$ cat src/rtl/uart_tx_if.sv
// uart_tx_if: parallel request side and serial line of the UART transmitter.
// The requester (master) drives the byte, framing options and prescale;
// the transmitter (slave) drives the serial line and its busy flag.
interface uart_tx_if #(
   parameter int DATA_WIDTH     = 8,
   parameter int PRESCALE_WIDTH = 5
);
   logic [DATA_WIDTH-1:0]     P_Data;
   logic                      Data_valid;
   logic                      Parity_EN;
   logic                      Parity_type;
   logic [PRESCALE_WIDTH-1:0] Prescale;
   logic                      S_Data;
   logic                      Busy;

   modport master (
      output P_Data, Data_valid, Parity_EN, Parity_type, Prescale,
      input  S_Data, Busy
   );

   modport slave (
      input  P_Data, Data_valid, Parity_EN, Parity_type, Prescale,
      output S_Data, Busy
   );
endinterface

$ cat src/rtl/uart_tx.sv
// uart_tx: serial UART transmitter. A request is taken from IDLE, the frame
// options are latched, and a frame of start bit, LSB-first data bits,
// optional parity bit and stop bit(s) is shifted out, each bit lasting
// Prescale clock cycles (a Prescale of 0 behaves as 1).
// Optional build macro: UART_TX_TWO_STOP_EN -- send two stop bits instead of one.
module uart_tx #(
   parameter int DATA_WIDTH     = 8,
   parameter int PRESCALE_WIDTH = 5
) (
   input logic     CLK,
   input logic     Reset,
   uart_tx_if.slave bus
);

   localparam int BIT_CNT_W = (DATA_WIDTH > 1) ? $clog2(DATA_WIDTH) : 1;
   localparam logic [BIT_CNT_W-1:0] LAST_BIT = BIT_CNT_W'(DATA_WIDTH - 1);

   typedef enum logic [2:0] {IDLE, START, DATA, PARITY, STOP} state_t;

   state_t                    state, state_next;
   logic [DATA_WIDTH-1:0]     data_q;
   logic                      par_en_q;
   logic                      par_type_q;
   logic [PRESCALE_WIDTH-1:0] presc_q;
   logic [PRESCALE_WIDTH-1:0] presc_cnt, presc_cnt_next;
   logic [PRESCALE_WIDTH-1:0] p_eff;
   logic [BIT_CNT_W-1:0]      bit_cnt, bit_cnt_next, bit_cnt_inc;
   logic                      s_data_q, s_data_next;
   logic                      busy_q;
   logic                      accept;
   logic                      bit_end;
   logic                      parity_bit;
`ifdef UART_TX_TWO_STOP_EN
   logic                      stop_cnt, stop_cnt_next;
`endif

   assign accept      = (state == IDLE) && bus.Data_valid;
   assign p_eff       = (presc_q == '0) ? PRESCALE_WIDTH'(1) : presc_q;
   assign bit_end     = (presc_cnt == (p_eff - PRESCALE_WIDTH'(1)));
   assign bit_cnt_inc = bit_cnt + 1'b1;
   assign parity_bit  = (^data_q) ^ par_type_q;

   assign bus.S_Data  = s_data_q;
   assign bus.Busy    = busy_q;

   // State, counters and the serial-line register; the line value is decided
   // one cycle ahead so the pin comes straight from a flop.
   always_ff @(posedge CLK) begin
      if (Reset) begin
         state      <= IDLE;
         s_data_q   <= 1'b1;
         busy_q     <= 1'b0;
         presc_cnt  <= '0;
         bit_cnt    <= '0;
         data_q     <= '0;
         par_en_q   <= 1'b0;
         par_type_q <= 1'b0;
         presc_q    <= '0;
`ifdef UART_TX_TWO_STOP_EN
         stop_cnt   <= 1'b0;
`endif
      end else begin
         state     <= state_next;
         s_data_q  <= s_data_next;
         busy_q    <= (state_next != IDLE);
         presc_cnt <= presc_cnt_next;
         bit_cnt   <= bit_cnt_next;
`ifdef UART_TX_TWO_STOP_EN
         stop_cnt  <= stop_cnt_next;
`endif
         if (accept) begin
            data_q     <= bus.P_Data;
            par_en_q   <= bus.Parity_EN;
            par_type_q <= bus.Parity_type;
            presc_q    <= bus.Prescale;
         end
      end
   end

   // Next state, next counter values and the next serial-line value.
   always_comb begin
      state_next     = state;
      presc_cnt_next = presc_cnt;
      bit_cnt_next   = bit_cnt;
      s_data_next    = s_data_q;
`ifdef UART_TX_TWO_STOP_EN
      stop_cnt_next  = stop_cnt;
`endif
      case (state)
         IDLE: begin
            s_data_next = 1'b1;
            if (bus.Data_valid) begin
               state_next     = START;
               presc_cnt_next = '0;
               bit_cnt_next   = '0;
               s_data_next    = 1'b0;
            end
         end
         START: begin
            if (bit_end) begin
               state_next     = DATA;
               presc_cnt_next = '0;
               bit_cnt_next   = '0;
               s_data_next    = data_q[0];
            end else begin
               presc_cnt_next = presc_cnt + 1'b1;
            end
         end
         DATA: begin
            if (bit_end) begin
               presc_cnt_next = '0;
               if (bit_cnt == LAST_BIT) begin
                  if (par_en_q) begin
                     state_next  = PARITY;
                     s_data_next = parity_bit;
                  end else begin
                     state_next  = STOP;
                     s_data_next = 1'b1;
`ifdef UART_TX_TWO_STOP_EN
                     stop_cnt_next = 1'b0;
`endif
                  end
               end else begin
                  bit_cnt_next = bit_cnt_inc;
                  s_data_next  = data_q[bit_cnt_inc];
               end
            end else begin
               presc_cnt_next = presc_cnt + 1'b1;
            end
         end
         PARITY: begin
            if (bit_end) begin
               state_next     = STOP;
               presc_cnt_next = '0;
               s_data_next    = 1'b1;
`ifdef UART_TX_TWO_STOP_EN
               stop_cnt_next  = 1'b0;
`endif
            end else begin
               presc_cnt_next = presc_cnt + 1'b1;
            end
         end
         STOP: begin
            s_data_next = 1'b1;
            if (bit_end) begin
               presc_cnt_next = '0;
`ifdef UART_TX_TWO_STOP_EN
               if (stop_cnt == 1'b0) begin
                  stop_cnt_next = 1'b1;
               end else begin
                  state_next = IDLE;
               end
`else
               state_next = IDLE;
`endif
            end else begin
               presc_cnt_next = presc_cnt + 1'b1;
            end
         end
         default: begin
            state_next  = IDLE;
            s_data_next = 1'b1;
         end
      endcase
   end

endmodule

$ cat src/flat_wrapper.sv
// flat-port wrapper written by rule: the top's interface ports become plain ports
module uart_tx_flat 
#(
   parameter int DATA_WIDTH     = 8,
   parameter int PRESCALE_WIDTH = 5
)
  (CLK, Reset, bus_P_Data, bus_Data_valid, bus_Parity_EN, bus_Parity_type, bus_Prescale, bus_S_Data, bus_Busy);
  uart_tx_if #(.DATA_WIDTH(DATA_WIDTH), .PRESCALE_WIDTH(PRESCALE_WIDTH)) bus_i ();
  input logic CLK;
  input logic Reset;
  input wire logic [$bits(bus_i.P_Data)-1:0] bus_P_Data;
  input wire logic [$bits(bus_i.Data_valid)-1:0] bus_Data_valid;
  input wire logic [$bits(bus_i.Parity_EN)-1:0] bus_Parity_EN;
  input wire logic [$bits(bus_i.Parity_type)-1:0] bus_Parity_type;
  input wire logic [$bits(bus_i.Prescale)-1:0] bus_Prescale;
  output wire logic [$bits(bus_i.S_Data)-1:0] bus_S_Data;
  output wire logic [$bits(bus_i.Busy)-1:0] bus_Busy;
  assign bus_i.P_Data = bus_P_Data;
  assign bus_i.Data_valid = bus_Data_valid;
  assign bus_i.Parity_EN = bus_Parity_EN;
  assign bus_i.Parity_type = bus_Parity_type;
  assign bus_i.Prescale = bus_Prescale;
  assign bus_S_Data = bus_i.S_Data;
  assign bus_Busy = bus_i.Busy;
  uart_tx #(.DATA_WIDTH(DATA_WIDTH), .PRESCALE_WIDTH(PRESCALE_WIDTH)) u_core (.CLK(CLK), .Reset(Reset), .bus(bus_i));
endmodule
$ cat config.mk
export PLATFORM = sky130hd
export DESIGN_NAME = uart_tx_flat
export DESIGN_NICKNAME = d
export VERILOG_FILES = /design/src/rtl/uart_tx_if.sv /design/src/rtl/uart_tx.sv /design/src/flat_wrapper.sv
export SDC_FILE = /design/constraint.sdc
export NUM_CORES = 1
export LEC_CHECK = 0
export BUFFER_PORTS_ARGS = -buffer_cell sky130_fd_sc_hd__buf_2
export CAP_MARGIN = 0
export CELL_PAD_IN_SITES_DETAIL_PLACEMENT = 1
export CELL_PAD_IN_SITES_GLOBAL_PLACEMENT = 2
export CORE_ASPECT_RATIO = 1.4
export CORE_MARGIN = 4
export CORE_UTILIZATION = 36
export CTS_BUF_LIST = sky130_fd_sc_hd__clkbuf_2
export CTS_CLUSTER_SIZE = 40
export DETAILED_ROUTE_END_ITERATION = 8
export GPL_TIMING_DRIVEN = 0
export HOLD_SLACK_MARGIN = 0.1
export PLACE_DENSITY_LB_ADDON = 0.1
export SYNTH_ARGS = -nofsm -noshare
export SYNTH_HDL_FRONTEND = slang
export SYNTH_SLANG_ARGS = --single-unit
$ cat constraint.sdc
create_clock -name CLK -period 2.9 [get_ports CLK]
set_clock_uncertainty 0.05 [all_clocks]
set_input_delay 0.435 -clock CLK [delete_from_list [all_inputs] [get_ports CLK]]
set_output_delay 0.435 -clock CLK [all_outputs]
set_load 0.02 [all_outputs]
# [Word level (Yosys, flattened, before mapping)]
# Cells that the tools add are included.
[classes] eq_ne=11 n_lt_le_gt_ge=1 n_mux=26 addsub=3 n_bitwise=1 reduce_logical=11
[op_table] op="3-bit two-way mux" count=11
[op_table] op="5-bit two-way mux" count=3
[op_table] op="3-bit case mux with 5 select lines" count=1
[op_table] op="5-bit case mux with 2 select lines" count=1
[op_table] op="3-bit case mux with 3 select lines" count=1
[op_table] op="8-bit parity" count=1
[op_table] op="1-bit two-way mux" count=7
[op_table] op="3-bit by 2-bit == test with 1-bit output, second input constant" count=2
[op_table] op="3-bit == test, second input constant" count=2
[op_table] op="2-bit by 1-bit != test with 1-bit output, second input constant" count=3
[op_table] op="3-bit nonzero test" count=2
[op_table] op="5-bit by 1-bit adder with 5-bit output, second input constant" count=1
[op_table] op="5-bit == test" count=1
[op_table] op="5-bit zero test" count=1
[op_table] op="5-bit AND reduction" count=1
[op_table] op="5-bit by 1-bit subtractor with 5-bit output, second input constant" count=1
[op_table] op="3-bit by 4-bit < comparator with 1-bit output, second input constant" count=1
[op_table] op="2-bit != test, second input constant" count=2
[op_table] op="1-bit case mux with 4 select lines" count=1
[op_table] op="4-bit OR reduction" count=1
[op_table] op="3-bit by 1-bit adder with 3-bit output, second input constant" count=1
[op_table] op="1-bit binary-select mux with 3-bit select" count=1
[op_table] op="3-bit by 1-bit == test with 1-bit output, second input constant" count=1
[op_table] op="3-bit zero test" count=1
[op_table] op="5 further kinds" count=5
[word_totals] input_bits=18 ff_bits=28

# [Depth between registers and ports, before layout]
# Gate-level depths: netlist (run 1).
[depth] ltp_word=7 ltp_mapped=9

# [Worst setup path after synthesis (run 1)]
# No wires, ideal clock.
[synth_timing] path_kind="register to register" start="reg u_core.presc_q[4]" end="reg u_core.s_data_q, in the netlist u_core.bus.S_Data" slack_ps=635 t_required_ps=2728 stages_incl_launch_ff=10 period_less_slack_ps=2265 arrival_ps=2093 cell_sequence="dfxtp_1 -> nor4_1 -> nor2_1 -> ha_1 -> xor2_1 -> o31a_2 -> nand4_4 -> nor2_4 -> or3_1 -> o32a_1"
[synth_between] elab_chain_cells=6 word_cells_on_any_way=8 cone_classes="add/sub: 1; eq/ne: 4; mux: 1; reduce/logical: 2"
[synth_lines] element="start: declaration" line="uart_tx.sv:24" rtl="logic [PRESCALE_WIDTH-1:0] presc_q;"
[synth_lines] element="start signal: assignment" line="uart_tx.sv:75" rtl="presc_q <= bus.Prescale;"
[synth_lines] element="5-bit zero test" line="uart_tx.sv:38" rtl="assign p_eff = (presc_q == '0) ? PRESCALE_WIDTH'(1) : presc_q;"
[synth_lines] element="5-bit two-way mux *" line="uart_tx.sv:38"
[synth_lines] element="5-bit by 1-bit subtractor with 5-bit output *" line="uart_tx.sv:39" rtl="assign bit_end = (presc_cnt == (p_eff - PRESCALE_WIDTH'(1)));"
[synth_lines] element="5-bit == test *" line="uart_tx.sv:39"
[synth_lines] element="2-bit by 1-bit != test with 1-bit output (no line)"
[synth_lines] element="3-bit AND reduction (no line) *"
[synth_lines] element="end signal: assignment" line="uart_tx.sv:64" rtl="s_data_q <= s_data_next;"
[synth_lines] element="end: declaration" line="uart_tx.sv:28" rtl="logic s_data_q, s_data_next;"
# Mark *: on every way between the ends. The rest lies on a longest branch, timed or not.
# A chain may end at the register's enable or synchronous reset.

# [Final worst setup path (run 1)]
[layout_timing] start="reg u_core.presc_q[2]" end="reg u_core.bit_cnt[2]"
[layout_between] elab_chain_cells=6 word_cells_on_any_way=7 cone_classes="add/sub: 1; eq/ne: 3; mux: 1; reduce/logical: 2"
[layout_lines] element="5-bit zero test" line="uart_tx.sv:38"
[layout_lines] element="5-bit two-way mux *" line="uart_tx.sv:38"
[layout_lines] element="5-bit by 1-bit subtractor with 5-bit output *" line="uart_tx.sv:39"
[layout_lines] element="5-bit == test *" line="uart_tx.sv:39"
[layout_lines] element="2-bit by 1-bit != test with 1-bit output (no line)"
[layout_lines] element="5-bit AND reduction (no line) *"
[layout_lines] element="end signal: assignment" line="uart_tx.sv:67" rtl="bit_cnt <= bit_cnt_next;"
[layout_lines] element="end: declaration" line="uart_tx.sv:27" rtl="logic [BIT_CNT_W-1:0] bit_cnt, bit_cnt_next, bit_cnt_inc;"
# Marked as above.

==> reports/metrics.yaml, run 1 <==
yosys:
  synth_most_common_cell: "nand2_1"
  async_flop_share_pct: 0
  synthTopCellsByCount: "nand2_1 (39), dfxtp_1 (28), a21oi_1 (20)"
  netlist_area_um2: 1640
  ys_seq_elements: 28
  ys.flop_type: "dfxtp_1"
  yosysWarnings: 0
  synthTopCellsByArea: "dfxtp_1 (34%), nand2_1 (8.9%), a21oi_1 (6.1%), xnor2_1 (5.3%), ha_1 (3.0%)"
  synth-seq-area-share_pct: 34.1
  yosys.area.top_type: "dfxtp_1"
  synth_top_area_share_pct: 34.1
  synth_cells: 196
  synth_edf_count: 0
  ys_types: 50
  postSynthAreaPerCell_um2: 8.38
  synth_nets: 218
power_and_ir_drop:
  power.internal_uw: 766
  leakagePower_uw: 0.000720
  vdd_drop_max_v: 0.000255
  p_per_area_nw_per_um2: 745
  p_clk_share_pct: 11.0
  finalPower_uw: 1360
  pwr-share-seq_pct: 38.5
  comb_power_share_pct: 50.6
  p_sw_share_pct: 43.6
  p_sw_uw: 592
worst_hold_path:
  worst_hold_path_type: "in2reg"
  hold_end: "u_core.presc_q[1]"
  timing.hold.worst.start: "bus_Prescale[1]"
  hold_depth: 3
clocking:
  cts_setup_buffers: 0
  clkLatencyLatePin_ns: 0.38
  cts_made_buffers: 3
  root_buffer: "clkbuf_2"
  cts.clk_slew.worst_paths_ns: 0.26
  htreeDepth: 1
  cts_resized: 0
  cts_sinks: 28
  hold_buffers: 0
  cts_tree: "yes"
  cts.path.max_buffers: 2
die:
  die_width_um: 65.1
  die_h_um: 87.9
  core_area_um2: 4310
  initial_core_util_pct: 38.1
  pin_count: 20
  die-area_um2: 5720
  rows: 28
layout:
  drive_above_1_share_pct: 17.1
  fillers: 543
  seqCellArea_um2: 561
  n_antenna_cell: 0
  final_net_count: 241
  final_util_pct: 42.3
  final_cell_area_um2: 1820
  syn_to_final_growth_pct: 11.0
  multiInputGateArea_um2: 1000
critical_path:
  critPathBufInv: 0
  worst-path-max-fanout: 7
  slowest_stage: "dfxtp_1"
  start_kind: "flip-flop"
  cp_top_family: "simple AND/OR/NAND/NOR gates"
  r2r-end: "u_core.bit_cnt[2]"
  crit_type: "reg2reg"
  cp.required_ns: 3.17
  worstSetupEndpointType: "flip-flop"
  arrival_ns: 2.89
  regToRegSetupSlack_ns: 0.27
  cp_slowest_stage_delay_ns: 0.44
  r2r_cells: 9
  r2r_start: "u_core.presc_q[2]"
  crit_chain: "nor4_1, nor2_1, ha_1, xor2_1, xnor2_1, nand4_4, o21ai_1, o22ai_1, a41o_1"
placed_design:
  dpl-instance-area_um2: 1810
  dpl_worst_slack_ns: 0.300
  gp_congestion: 0.830
  io_buffers: 18
  dp.final_hpwl_um: 3330
timing:
  worst_pin_slew_ns: 0.665
  slew-limit-headroom_pct: 55.2
  setup_viol: 0
  max_freq_ghz: 0.381
  fin_crit_sh_pct: 90.5
  min_period_ns: 2.63
  drv_slew: 0
  setup_ws_ns: 0.274
  hold_viol: 0
  rsz0062_at_grt: "false"
  fin_tns_setup_ns: 0
run_status:
  outcome: "complete, no violations"
routing:
  drt_pass1_iterations: 4
  wl_per_cell_um: 14.8
  drc: 0
  first_iter_violations: 86
  vias: 1504
  via_per_inst: 5.43
  wirelength_um: 4100
  ant_nets: 0
global_route:
  overflow: 0
  grt_pass1_vias: 1574
  grt_antenna_before_repair: 0
  grt_first_pass_wirelength_um: 7240
  grt_max_degree: 15
  grt_usage_pct: 16.0
flow_run:
  cap_violations: 0
[cell type report]
class / instances / area share, %
repair buffers: 18 / 4.95
inverters: 7 / 1.44
plain buffers: 8 / 3.02
flip-flops and latches: 28 / 30.8
well taps: 60 / 4.12
multi-input cells: 153 / 54.9
clock buffers: 3 / 0.824
[kinds of logic (layout without fill, tap and decap cells)]
family	Yosys count	after routing	share of synthesized area [%]
mux	5	5	4.65
buf+inv	15	36	4.95
xor+xnor	14	14	7.47
flops	28	28	34.1
fa+ha+maj	4	4	3.05
simple gates	83	83	27.2
compound gates	47	47	18.5
[flip-flops by register name (all words and copies together), names as in the netlist]
register and count:
u_core.bit_cnt 3, u_core.bus.Busy 1, u_core.bus.S_Data 1, u_core.data_q 8, u_core.par_en_q 1, u_core.par_type_q 1, u_core.presc_cnt 5, u_core.presc_q 5
u_core.state 3
[through the flow]
step | hold WS (ns) | cells
final | 0.185 | 277
after floorplan | 0.395 | 196
after global routing | 0.174 | 277
after detailed placement | 0.419 | 274
after CTS | 0.187 | 277
after global placement | 0.411 | 274
[cells in the final DEF, fill, tap and decap left out, types with 3 or more instances in the layout]
cell type  synthesis  layout
inv_1              7       7
ha_1               4       4
clkbuf_1           5       5
dfxtp_1           28      28
nor3_1             4       4
and2_1             4       4
xor2_1             4       4
buf_2              0      18
nand3_1            6       6
nor3b_1            3       3
xnor2_1           10      10
nand2_1           39      39
a21oi_1           20      20
nand4_1            3       3
or3_1              3       3
clkbuf_2           0       3
o21ai_0            7       7
nor2_1             8       8
[worst max path at each step]
| stage | from | endpoint | cells past startpoint |
|---|---|---|---|
| 6_report | u_core.presc_q[2] | u_core.bit_cnt[2] | 9 |
| 5_1_grt | u_core.presc_q[2] | u_core.bit_cnt[0] | 9 |
| 4_1_cts | u_core.presc_q[2] | u_core.bit_cnt[0] | 9 |
| 3_5_place_dp | u_core.presc_q[2] | u_core.bit_cnt[2] | 9 |
| 3_3_place_gp | u_core.presc_q[4] | u_core.bit_cnt[0] | 9 |
| 2_1_floorplan | u_core.presc_q[4] | u_core.bus.S_Data | 9 |
[power groups by stage]
stage / Combinational, uW / Sequential (uW) / Clock [uW]
2_1_floorplan: 523 / 528 / 0
4_1_cts: 695 / 524 / 152
3_5_place_dp: 689 / 533 / 0
3_3_place_gp: 671 / 528 / 0
6_report: 686 / 522 / 149
5_1_grt: 772 / 535 / 167
[worst register-to-register path: cells and delay by family, from the launching register on]
family | cells | cell delay (ns)
xor gates and xnor gates | 2 | 0.45
adders and majority gates | 1 | 0.24
and+or+nand+nor | 3 | 0.75
DFF | 1 | 0.44
AOI/OAI and AO/OA | 3 | 0.63
[layer usage]
| metal | routed length, um | part of all wire, % | track usage [%] |
|---|---|---|---|
| met1 | 1690 | 41 | 17.5 |
| met2 | 2230 | 54 | 31.0 |
| met3 | 122 | 3.0 | 2.57 |
| met4 | 52 | 1.3 | 4.91 |
| met5 | 0 | 0 | 0 |
Power figures use the tool's default switching activity.
==> inputs of run 2 (changes only) <==
--- a/config.mk
+++ b/config.mk
@@ -5,18 +5,20 @@
 export SDC_FILE = /design/constraint.sdc
 export NUM_CORES = 1
 export LEC_CHECK = 0
+export ABC_AREA = 1
 export BUFFER_PORTS_ARGS = -buffer_cell sky130_fd_sc_hd__buf_2
 export CAP_MARGIN = 0
 export CELL_PAD_IN_SITES_DETAIL_PLACEMENT = 1
 export CELL_PAD_IN_SITES_GLOBAL_PLACEMENT = 2
 export CORE_ASPECT_RATIO = 1.4
 export CORE_MARGIN = 4
-export CORE_UTILIZATION = 36
+export CORE_UTILIZATION = 32
 export CTS_BUF_LIST = sky130_fd_sc_hd__clkbuf_2
 export CTS_CLUSTER_SIZE = 40
 export DETAILED_ROUTE_END_ITERATION = 8
-export GPL_TIMING_DRIVEN = 0
+export GPL_TIMING_DRIVEN = 1
 export HOLD_SLACK_MARGIN = 0.1
+export MAX_ROUTING_LAYER = met4
 export PLACE_DENSITY_LB_ADDON = 0.1
 export SYNTH_ARGS = -nofsm -noshare
 export SYNTH_HDL_FRONTEND = slang
==> run 2 against run 1 <==
Worst hold slack improved by 0.015 ns. Combinational power is 76% higher. Sequential share of layout area down 0.42 points. Clock-buffer cell count is the same. Critical path depth grew 4. Synthesized cell count is 32% higher. Sequential cell count is the same. Non-clock buffer count decreased by 6. Total power rose by 47%. Global-route usage shrank 1.4 points. Via count increased by 5.5%. Clock power hardly changed. Largest power group unchanged. Highest routed layer unchanged.
==> reports/metrics.yaml, run 2 <==
yosys:
  ys_types: 22  # -56%
  ys_seq_elements: 28  # unchanged
  synth_cells: 259  # +32%
  synth_most_common_cell: "nand2_1"
  yosys.area.top_type: "dfxtp_1"
  yosysWarnings: 0  # unchanged
  async_flop_share_pct: 0  # unchanged
  netlist_area_um2: 1680  # +2.2%
  synth_nets: 281  # +29%
  synthTopCellsByArea: "dfxtp_1 (33%), nand2_1 (17%), nand3_1 (8.9%), a21oi_1 (7.8%), inv_1 (7.2%)"
  synth-seq-area-share_pct: 33.4  # -0.74 points
  synth_top_area_share_pct: 33.4  # -0.74 points
  postSynthAreaPerCell_um2: 6.48  # -23%
  ys.flop_type: "dfxtp_1"
  synth_edf_count: 0  # unchanged
  synthTopCellsByCount: "nand2_1 (75), inv_1 (32), nand3_1 (30)"
timing:
  worst_pin_slew_ns: 0.538  # -0.128 ns
  slew-limit-headroom_pct: 64.1  # +9.0 points
  rsz0062_at_grt: "false"
  fin_tns_setup_ns: 0  # unchanged
  holdWs_ns: 0.200  # +0.0151 ns
  max_freq_ghz: 0.436  # +14%
  fin_crit_sh_pct: 79.2  # -11 points
  drv_slew: 0  # unchanged
  setup_ws_ns: 0.605  # +0.330 ns
  min_period_ns: 2.30  # -0.330 ns
  hold_viol: 0  # unchanged
  setup_viol: 0  # unchanged
die:
  die-area_um2: 6480  # +13%
  pin_count: 20  # unchanged
  initial_core_util_pct: 33.9  # -4.2 points
  rows: 30  # +7.1%
  die_h_um: 93.7  # +6.6%
  core_area_um2: 4950  # +15%
  die_width_um: 69.2  # +6.3%
placed_design:
  io_buffers: 19  # +1
  gp_congestion: 0.787  # -5.1%
  place_inst: 337  # +23%
  dpl-instance-area_um2: 1830  # +1.2%
  dpl_worst_slack_ns: 0.583  # +0.283 ns
  dp.final_hpwl_um: 3400  # +2.1%
routing:
  drt_pass1_iterations: 4  # unchanged
  wirelength_um: 4250  # +3.8%
  vias: 1587  # +5.5%
  drc: 0  # unchanged
  via_per_inst: 4.65  # -14%
  wl_per_cell_um: 12.5  # -16%
  ant_nets: 0  # unchanged
  first_iter_violations: 36  # -58%
critical_path:
  worstSetupEndpointType: "flip-flop"
  cp.required_ns: 3.17  # about the same
  arrival_ns: 2.57  # -0.32 ns
  worst-path-max-fanout: 11  # +4
  crit_type: "reg2reg"
  start_kind: "flip-flop"
global_route:
  grt_pass1_vias: 1684  # +7.0%
  grt_antenna_before_repair: 0  # unchanged
  grt_usage_pct: 14.5  # -1.4 points
  grt_max_degree: 27  # +12
  overflow: 0  # unchanged
  grt_first_pass_wirelength_um: 7510  # +3.8%
layout:
  n_antenna_cell: 0  # unchanged
  syn_to_final_growth_pct: 10.1
  final_cell_area_um2: 1850  # +1.4%
  final_net_count: 300  # +24%
  mostFrequentLayoutCells: "nand2_1 (75), inv_1 (32), nand3_1 (30), dfxtp_1 (28), a21oi_1 (26)"
  top_register: "u_core.data_q"
  reg_top3: "u_core.data_q (8), u_core.presc_cnt (5), u_core.presc_q (5)"
  largest_register_ffs: 8  # unchanged
  final_common_cell: "nand2_1"
  fin_cells: 341  # +23%
  drive_above_1_share_pct: 14.8  # -2.2 points
power_and_ir_drop:
  leakagePower_uw: 0.000884  # +23%
  pwr-share-seq_pct: 31.5  # -7.0 points
  p_sw_uw: 1020  # +73%
  p_sw_share_pct: 51.3  # +7.7 points
  p_per_area_nw_per_um2: 1080  # +45%
  comb_power_share_pct: 60.9  # +10 points
  power.internal_uw: 971  # +27%
  p_clk_share_pct: 7.6  # -3.4 points
  vdd_drop_max_v: 0.000387  # +52%
clocking:
  hold_buffers: 0  # unchanged
  cts_resized: 0  # unchanged
  cts_setup_buffers: 0  # unchanged
  cts_made_buffers: 3  # unchanged
  root_buffer: "clkbuf_2"
  cts.clk_slew.worst_paths_ns: 0.28  # +0.02 ns
  cts.path.max_buffers: 2  # unchanged
  clkLatencyLatePin_ns: 0.37  # about the same
  cts_sinks: 28  # unchanged
  htreeDepth: 1  # unchanged
  cts_tree: "yes"
worst_hold_path:
  worst_hold_path_type: "in2reg"
run_status:
  outcome: "complete, no violations"
flow_run:
  cap_violations: 0  # unchanged
run 2: cell types whose count changed after synthesis, sizes merged, moves of 4 or more:
cell / change
nor3: -4
nand2: +41
or3: -4
nand3: +27
and2: -4
nor2: +8
inv: +28
o21ai: +6
a21oi: +6
xnor2: -7
run 2: layout make-up:
type / instances / area, um^2
sequential: 28 / 561
inverter: 35 / 131
clock inverter: 1 / 3.75
clock buffer: 3 / 15.0
multi-input combinational: 190 / 953
fill: 693 / 3110
timing repair buffer: 20 / 103
tap: 64 / 80.1
run 2: final timing paths:
kind                          start                 to  slack [ns]  cells after the start
hold reg to reg   u_core.par_type_q  u_core.par_type_q        0.45                      2
setup / recovery  u_core.presc_q[1]  u_core.bit_cnt[2]        0.60                     13
hold / removal        bus_P_Data[2]   u_core.data_q[2]        0.20                      3
setup reg to reg  u_core.presc_q[1]  u_core.bit_cnt[2]        0.60                     13
run 2: cell families (layout without fill, tap and decap cells):
logic type	after synthesis	after routing	share of synthesized area, %
fa+ha+maj	4	4	2.98
xor+xnor	9	9	4.70
buf+inv	41	59	9.77
simple gates	134	134	35.9
flops	28	28	33.4
compound gates	43	43	13.2
run 2: metrics by stage:
stage / utilization, % / total power, uW
after floorplan: - / 1610
after global placement: 36.9 / 1870
after detailed placement: 36.9 / 1880
after CTS: 37.3 / 2040
after global routing: 37.3 / 2260
final: 37.3 / 1990
run 2: critical path, cell delays in order, from the launching register on:
cell	delay, ns
dfxtp_1	0.37
nor2_1	0.18
nand3_1	0.12
nand2_1	0.09
inv_1	0.04
ha_1	0.29
xor2_1	0.20
nand3_2	0.10
nor2_2	0.12
nand3_2	0.22
nand2_1	0.24
nand3_1	0.10
nand2_1	0.08
nor2_1	0.05
run 2: power groups by stage:
| stage | sequential, uW | combinational (uW) | clock [uW] |
|---|---|---|---|
| after floorplan | 621 | 984 | 0 |
| after global placement | 639 | 1230 | 0 |
| after detailed placement | 638 | 1240 | 0 |
| after CTS | 630 | 1240 | 166 |
| after global routing | 652 | 1430 | 181 |
| final | 628 | 1210 | 152 |
run 2: layer usage:
| layer | global-route usage (%) | vias to the layer above | routed length, um |
|---|---|---|---|
| met5 | - | - | 0 |
| met4 | 4.40 | 0 | 28 |
| met3 | 1.39 | 2 | 63 |
| met2 | 27.7 | 8 | 2280 |
| met1 | 15.8 | 713 | 1880 |
| li1 | - | 864 | - |
